==> src/rtl/seq_divider.sv <==
// seq_divider: multi-cycle signed divider, restoring division on magnitudes plus a sign-fix cycle.
module seq_divider #(
   parameter int WIDTH = 16
) (
   input  logic             clk,
   input  logic             rst,
   input  logic             start,
   input  logic [WIDTH-1:0] Dividend,
   input  logic [WIDTH-1:0] Divisor,
   output logic             ready,
   output logic [WIDTH-1:0] Quotient,
   output logic [WIDTH-1:0] Remainder,
   output logic             div_by_zero
);
   localparam logic [1:0] IDLE = 2'd0;
   localparam logic [1:0] CALC = 2'd1;
   localparam logic [1:0] FIX  = 2'd2;
   localparam logic [1:0] DONE = 2'd3;
   localparam int CW = (WIDTH > 2) ? $clog2(WIDTH) : 1;
   localparam logic [CW-1:0] LAST = CW'(WIDTH - 1);

   logic [1:0]       state_q, state_d;
   logic [CW-1:0]    cnt_q, cnt_d;
   logic [WIDTH:0]   rem_q, rem_d;
   logic [WIDTH-1:0] dvd_q, dvd_d;
   logic [WIDTH:0]   dvs_q, dvs_d;
   logic             sa_q, sa_d, sb_q, sb_d, zero_q, zero_d;
   logic [WIDTH-1:0] quot_q, quot_d, remo_q, remo_d;
   logic             ready_q, ready_d, dbz_q, dbz_d;
   logic [WIDTH+1:0] shifted, diff;
   logic             accept;

   // dvd_q shifts out dividend bits at the top and collects quotient bits at the bottom
   always_comb begin
      shifted = {rem_q, dvd_q[WIDTH-1]};
      diff    = shifted - {1'b0, dvs_q};
      accept  = (state_q == IDLE || state_q == DONE) && start;
      state_d = state_q;
      cnt_d   = cnt_q;
      rem_d   = rem_q;
      dvd_d   = dvd_q;
      dvs_d   = dvs_q;
      sa_d    = sa_q;
      sb_d    = sb_q;
      zero_d  = zero_q;
      quot_d  = quot_q;
      remo_d  = remo_q;
      ready_d = ready_q;
      dbz_d   = dbz_q;
      if (accept) begin
         state_d = CALC;
         cnt_d   = '0;
         rem_d   = '0;
         dvd_d   = Dividend[WIDTH-1] ? -Dividend : Dividend;
         dvs_d   = {1'b0, Divisor[WIDTH-1] ? -Divisor : Divisor};
         sa_d    = Dividend[WIDTH-1];
         sb_d    = Divisor[WIDTH-1];
         zero_d  = Divisor == '0;
         ready_d = 1'b0;
         dbz_d   = 1'b0;
      end else if (state_q == CALC) begin
         rem_d   = diff[WIDTH+1] ? shifted[WIDTH:0] : diff[WIDTH:0];
         dvd_d   = {dvd_q[WIDTH-2:0], ~diff[WIDTH+1]};
         cnt_d   = cnt_q + 1'b1;
         state_d = (cnt_q == LAST) ? FIX : CALC;
      end else if (state_q == FIX) begin
         quot_d  = zero_q ? '1 : (sa_q ^ sb_q) ? -dvd_q : dvd_q;
         remo_d  = sa_q ? -rem_q[WIDTH-1:0] : rem_q[WIDTH-1:0];
         ready_d = 1'b1;
         dbz_d   = zero_q;
         state_d = DONE;
      end
   end

   always_ff @(posedge clk or negedge rst) begin
      if (!rst) begin
         state_q <= IDLE;
         cnt_q   <= '0;
         rem_q   <= '0;
         dvd_q   <= '0;
         dvs_q   <= '0;
         sa_q    <= 1'b0;
         sb_q    <= 1'b0;
         zero_q  <= 1'b0;
         quot_q  <= '0;
         remo_q  <= '0;
         ready_q <= 1'b0;
         dbz_q   <= 1'b0;
      end else begin
         state_q <= state_d;
         cnt_q   <= cnt_d;
         rem_q   <= rem_d;
         dvd_q   <= dvd_d;
         dvs_q   <= dvs_d;
         sa_q    <= sa_d;
         sb_q    <= sb_d;
         zero_q  <= zero_d;
         quot_q  <= quot_d;
         remo_q  <= remo_d;
         ready_q <= ready_d;
         dbz_q   <= dbz_d;
      end
   end

   assign ready       = ready_q;
   assign Quotient    = quot_q;
   assign Remainder   = remo_q;
   assign div_by_zero = dbz_q;
endmodule

==> config.mk <==
export PLATFORM = sky130hd
export DESIGN_NAME = seq_divider
export DESIGN_NICKNAME = d
export VERILOG_FILES = /design/src/rtl/seq_divider.sv
export SDC_FILE = /design/constraint.sdc
export NUM_CORES = 1
export LEC_CHECK = 0
export CORE_ASPECT_RATIO = 0.9
export CORE_UTILIZATION = 56
export DETAILED_ROUTE_END_ITERATION = 8
export GPL_TIMING_DRIVEN = 0
export PLACE_DENSITY = 0.8
export RECOVER_POWER = 25
export SYNTH_ARGS = -nofsm -noshare
export SYNTH_HDL_FRONTEND = slang
export SYNTH_SLANG_ARGS = --single-unit
==> constraint.sdc <==
create_clock -name clk -period 7.06 [get_ports clk]
set_input_delay 1.765 -clock clk [delete_from_list [all_inputs] [get_ports clk]]
set_output_delay 1.765 -clock clk [all_outputs]
set_load 0.02 [all_outputs]
Word-level counts from Yosys, hierarchy flattened --
Index checks and enable logic that the tools add are counted.
Storage, ports and cells: logic and storage cells 58, flip-flop bits (word level) 92, input bits 35, output and inout port bits 34
Operators by class: muxes and demuxes 22, eq/ne operators 5, bitwise logic cells 4, reduce and logical (&&, ||, !) cells 9, $add $sub $neg 6
Operators with widths (count):
- 16-bit 2-to-1 mux | 7
- 16-bit negation | 4
- 17-bit 2-to-1 mux | 3
- 18-bit by 16-bit subtractor with 18-bit output | 1
- 16-bit zero test | 1
- 2-bit 2-to-1 mux | 4
- 4-bit 2-to-1 mux | 2
- 1-bit 2-to-1 mux | 6
- 4-bit by 1-bit adder with 4-bit output, second input constant | 1
- 2-bit equality test, second input constant | 2
- 4-bit equality test, second input constant | 1
- 2-bit nonzero test | 2
- 1-bit NOT | 3
- 3-bit AND reduction | 1
- 3-bit nonzero test | 1
- 2-bit by 1-bit equality test with 1-bit output, second input constant | 1
- 2-bit zero test | 1
- 2-bit inequality test, second input constant | 1
- 2-bit AND reduction | 1
- 1-bit logical AND | 1
- 1-bit logical OR | 1
- 1-bit bitwise XOR | 1

Longest topological paths before layout --
word-level depth 5, mapped depth 11, gate-level depth less buffers 11

Least setup slack after synthesis --
Ideal clock, no wire load.
path kind input to register, from input port Dividend[6], to register dvd_q[14], arrival time 3.010 ns, cell stages on the path 7, data required time 6.977 ns, library setup time 0.083 ns, buffers on the path 0, slack 3.968 ns, cells stage by stage or2_2 -> nor4_1 -> nand3_1 -> o41ai_1 -> xnor2_1 -> nand2_1 -> o21ai_0
Between the ends: word-level cells in the longest chain between the ends 3
RTL lines:
- start: declaration | line 8 | input logic [WIDTH-1:0] Dividend,
- 16-bit negation | line 54 | dvd_d = Dividend[WIDTH-1] ? -Dividend : Dividend;
- 16-bit 2-to-1 mux | line 54
- 16-bit 2-to-1 mux | line 50 | if (accept) begin
- end signal: assignment | line 93 | dvd_q <= dvd_d;
- end: declaration | line 25 | logic [WIDTH-1:0] dvd_q, dvd_d;
No other way between the ends. A chain may end at the register's enable or synchronous reset.

Worst setup path in the final report --
from input port Dividend[4], to register dvd_q[10]
Same word-level chain as after synthesis.

==> impl_metrics.json <==
{
  "status": "complete, but fails checks",
  "violations": "max-capacitance violations, max-slew violations",
  "grt_pass1_vias": 5273,
  "ys_seq_area_share_pct": 39.2,
  "antenna_found_initial": 0,
  "core_sq_um": 10200,
  "die_w_microns": 110,
  "timing.rr.start": "dvd_q[15]$_DFFE_PN0P_",
  "ys_async_sr_fraction_pct": 100,
  "setup.worst_path.end_class": "flip-flop",
  "synth_seq_cells": 92,
  "worstMarginPinSlew_ns": 1.95,
  "power_density_nw_per_um2": 541,
  "hold_start": "dvs_q[8]$_DFFE_PN0P_",
  "synthCells": 687,
  "wl_per_cell_microns": 17.1,
  "syn_area_per_cell_sq_um": 8.55,
  "cp_max_fo": 4,
  "placementRows": 35,
  "clock_path_buffers": 2,
  "rsz0062_at_grt": "no",
  "first_pass_iters": 5,
  "clk_latency_ns": 0.35,
  "cts_inserted_buffers": 9,
  "critPathRequiredTime_ns": 7.33,
  "hold_viol": 0,
  "internal-power_mw": 2.03,
  "yosysTopAreaCellShare_pct": 39.2,
  "clockPowerShare_pct": 13.1,
  "ys_warn_count": 0,
  "maxSlewViolCount": 36,
  "fin_tns_setup_ns": 0,
  "min_period_ns": 3.46,
  "synth_edf_count": 0,
  "grt.total_usage_pct": 30.2,
  "netlist_area_sq_um": 5870,
  "hold_ws_ns": 0.487,
  "hold_class": "reg -> reg",
  "portBuffers": 68,
  "routed_wl_microns": 15400,
  "arrival_ns": 3.73,
  "yosysTopAreaCell": "dfrtp_1",
  "holdPathStages": 2,
  "h-tree-depth": 3,
  "postLayoutSetupSlackWorst_ns": 3.60,
  "peakVddDrop_uv": 233,
  "place_ws_ns": 3.27,
  "synth_flop_cell": "dfrtp_1",
  "grt.overflow.total": 0,
  "critPathKind": "in -> reg",
  "synthDistinctLibCells": 54,
  "synth_most_common_cell": "dfrtp_1",
  "dieArea_sq_um": 10900,
  "switchingPower_mw": 1.78,
  "setup_viol": 0,
  "p_leak_nw": 3.00,
  "path_clk_slew_ns": 0.07,
  "crit_start": "Dividend[4]",
  "drt_iter0_markers": 368,
  "nNetsFinal": 826,
  "cp-start-kind": "primary input",
  "p_comb_share_pct": 59.3,
  "post_cts_resized": 0,
  "clock.fmax_mhz": 289,
  "synth_fp_nets": 746,
  "pwr-share-seq_pct": 27.6,
  "antenna_left": 0,
  "dp_hpwl_microns": 11600,
  "period_share_pct": 49.0,
  "clock_skew_ns": 0.00739,
  "grt_max_degree": 58,
  "grt_pass1_wl_microns": 25600,
  "cts_sinks": 92,
  "r2r.worst_path.cells": 11,
  "start_util_pct": 57.6,
  "synthToLayoutAreaGrowth_pct": 19.9,
  "drive_gt1_share_pct": 4.02,
  "cts_setup_buffers": 0,
  "cts_root_buffer": "clkbuf_16",
  "maxSlewHeadroom_pct": -29.8,
  "viasPerCell": 6.09,
  "vias": 5484,
  "holdBufCountCts": 0,
  "synthTopCellsByCount": "dfrtp_1 (92), nand2_1 (71), o21ai_0 (66), nor2_1 (64), a21oi_1 (54)",
  "antennaDiodeCount": 0,
  "rrSetupSlack_ns": 4.09,
  "tritoncts": "yes",
  "pin_count": 69,
  "synthTopCellsByArea": "dfrtp_1 (39%), o21ai_0 (5.6%), xnor2_1 (5.4%)",
  "maxCapViolCount": 1,
  "die_h_microns": 99.2,
  "drc": 0,
  "globalplace.congestion": 0.925,
  "p_sw_share_pct": 46.7
}
## flip-flops by register name, indices dropped and copies added, names as in the netlist, 2 cells and up
name       cells
Quotient      16
Remainder     16
cnt_q          4
dvd_q         16
dvs_q         16
rem_q         17
state_q        2
## cell type report
cell class	instances	area [sq um]
Sequential cell	92	2300
Timing Repair Buffer	69	702
Multi-Input combinational cell	527	3310
Clock inverter	7	82.6
Tap cell	129	161
Clock buffer	9	225
Inverter	32	120
Fill cell	836	3160
Buffer	36	146
## logic make-up after synthesis
kind of cell | synth area share (%)
fa+ha+maj | 5.24
xor+xnor | 10.3
buf+inv | 4.54
simple gates | 17.0
mux | 3.26
compound gates | 20.5
flops | 39.2
## layer usage
metal | vias to the layer above | routed length [microns] | GRT usage [%]
met5 | - | 0 | 0
met2 | 202 | 7090 | 47.6
met4 | 0 | 291 | 10.3
li1 | 2598 | - | -
met1 | 2652 | 7090 | 42.8
met3 | 32 | 973 | 3.87
## through the flow
step	cells	total power [mW]	util (%)	instance area, sq um
6_report	901	3.81	69.0	7050
5_1_grt	901	4.12	69.0	7050
4_1_cts	901	3.77	69.1	7050
3_5_place_dp	885	3.25	66.1	6740
3_3_place_gp	884	3.18	65.8	6720
2_1_floorplan	687	2.61	-	5870
## placed cells by master (no fill, tap or decap), drive strengths merged, types with 12 or more instances in the layout
cell type and instances:
a21oi 54, a31oi 15, clkbuf 38, clkdlybuf4s50 67, dfrtp 92, ha 23
inv 35, mux2i 18, nand2 71, nand3 26, nor2 64, o21ai 75
o31ai 12, xnor2 36, xor2 33
## power groups by stage
stage          Clock (mW)  Combinational, mW  Sequential [mW]
2_1_floorplan           0               1.55             1.06
3_3_place_gp            0               2.14             1.03
3_5_place_dp            0               2.21             1.05
4_1_cts             0.501               2.23             1.04
5_1_grt             0.525               2.51             1.08
6_report            0.500               2.26             1.05
## critical path, stage by stage
cell and delay (ns):
clkdlybuf4s50_1 0.45, nor4_1 0.55, nand2_1 0.19, o41ai_1 0.40
xnor2_1 0.19, nand2_1 0.09, o21ai_0 0.09
## worst paths after layout
kind,to
max,dvd_q[10]$_DFFE_PN0P_
min reg2reg,dvs_q[8]$_DFFE_PN0P_
min,dvs_q[8]$_DFFE_PN0P_
max reg2reg,rem_q[14]$_DFFE_PN0P_
min in group asynchronous,Quotient[7]$_DFFE_PN0P_
max in group asynchronous,rem_q[10]$_DFFE_PN0P_
Note: power is estimated with default switching activity, not from simulation.
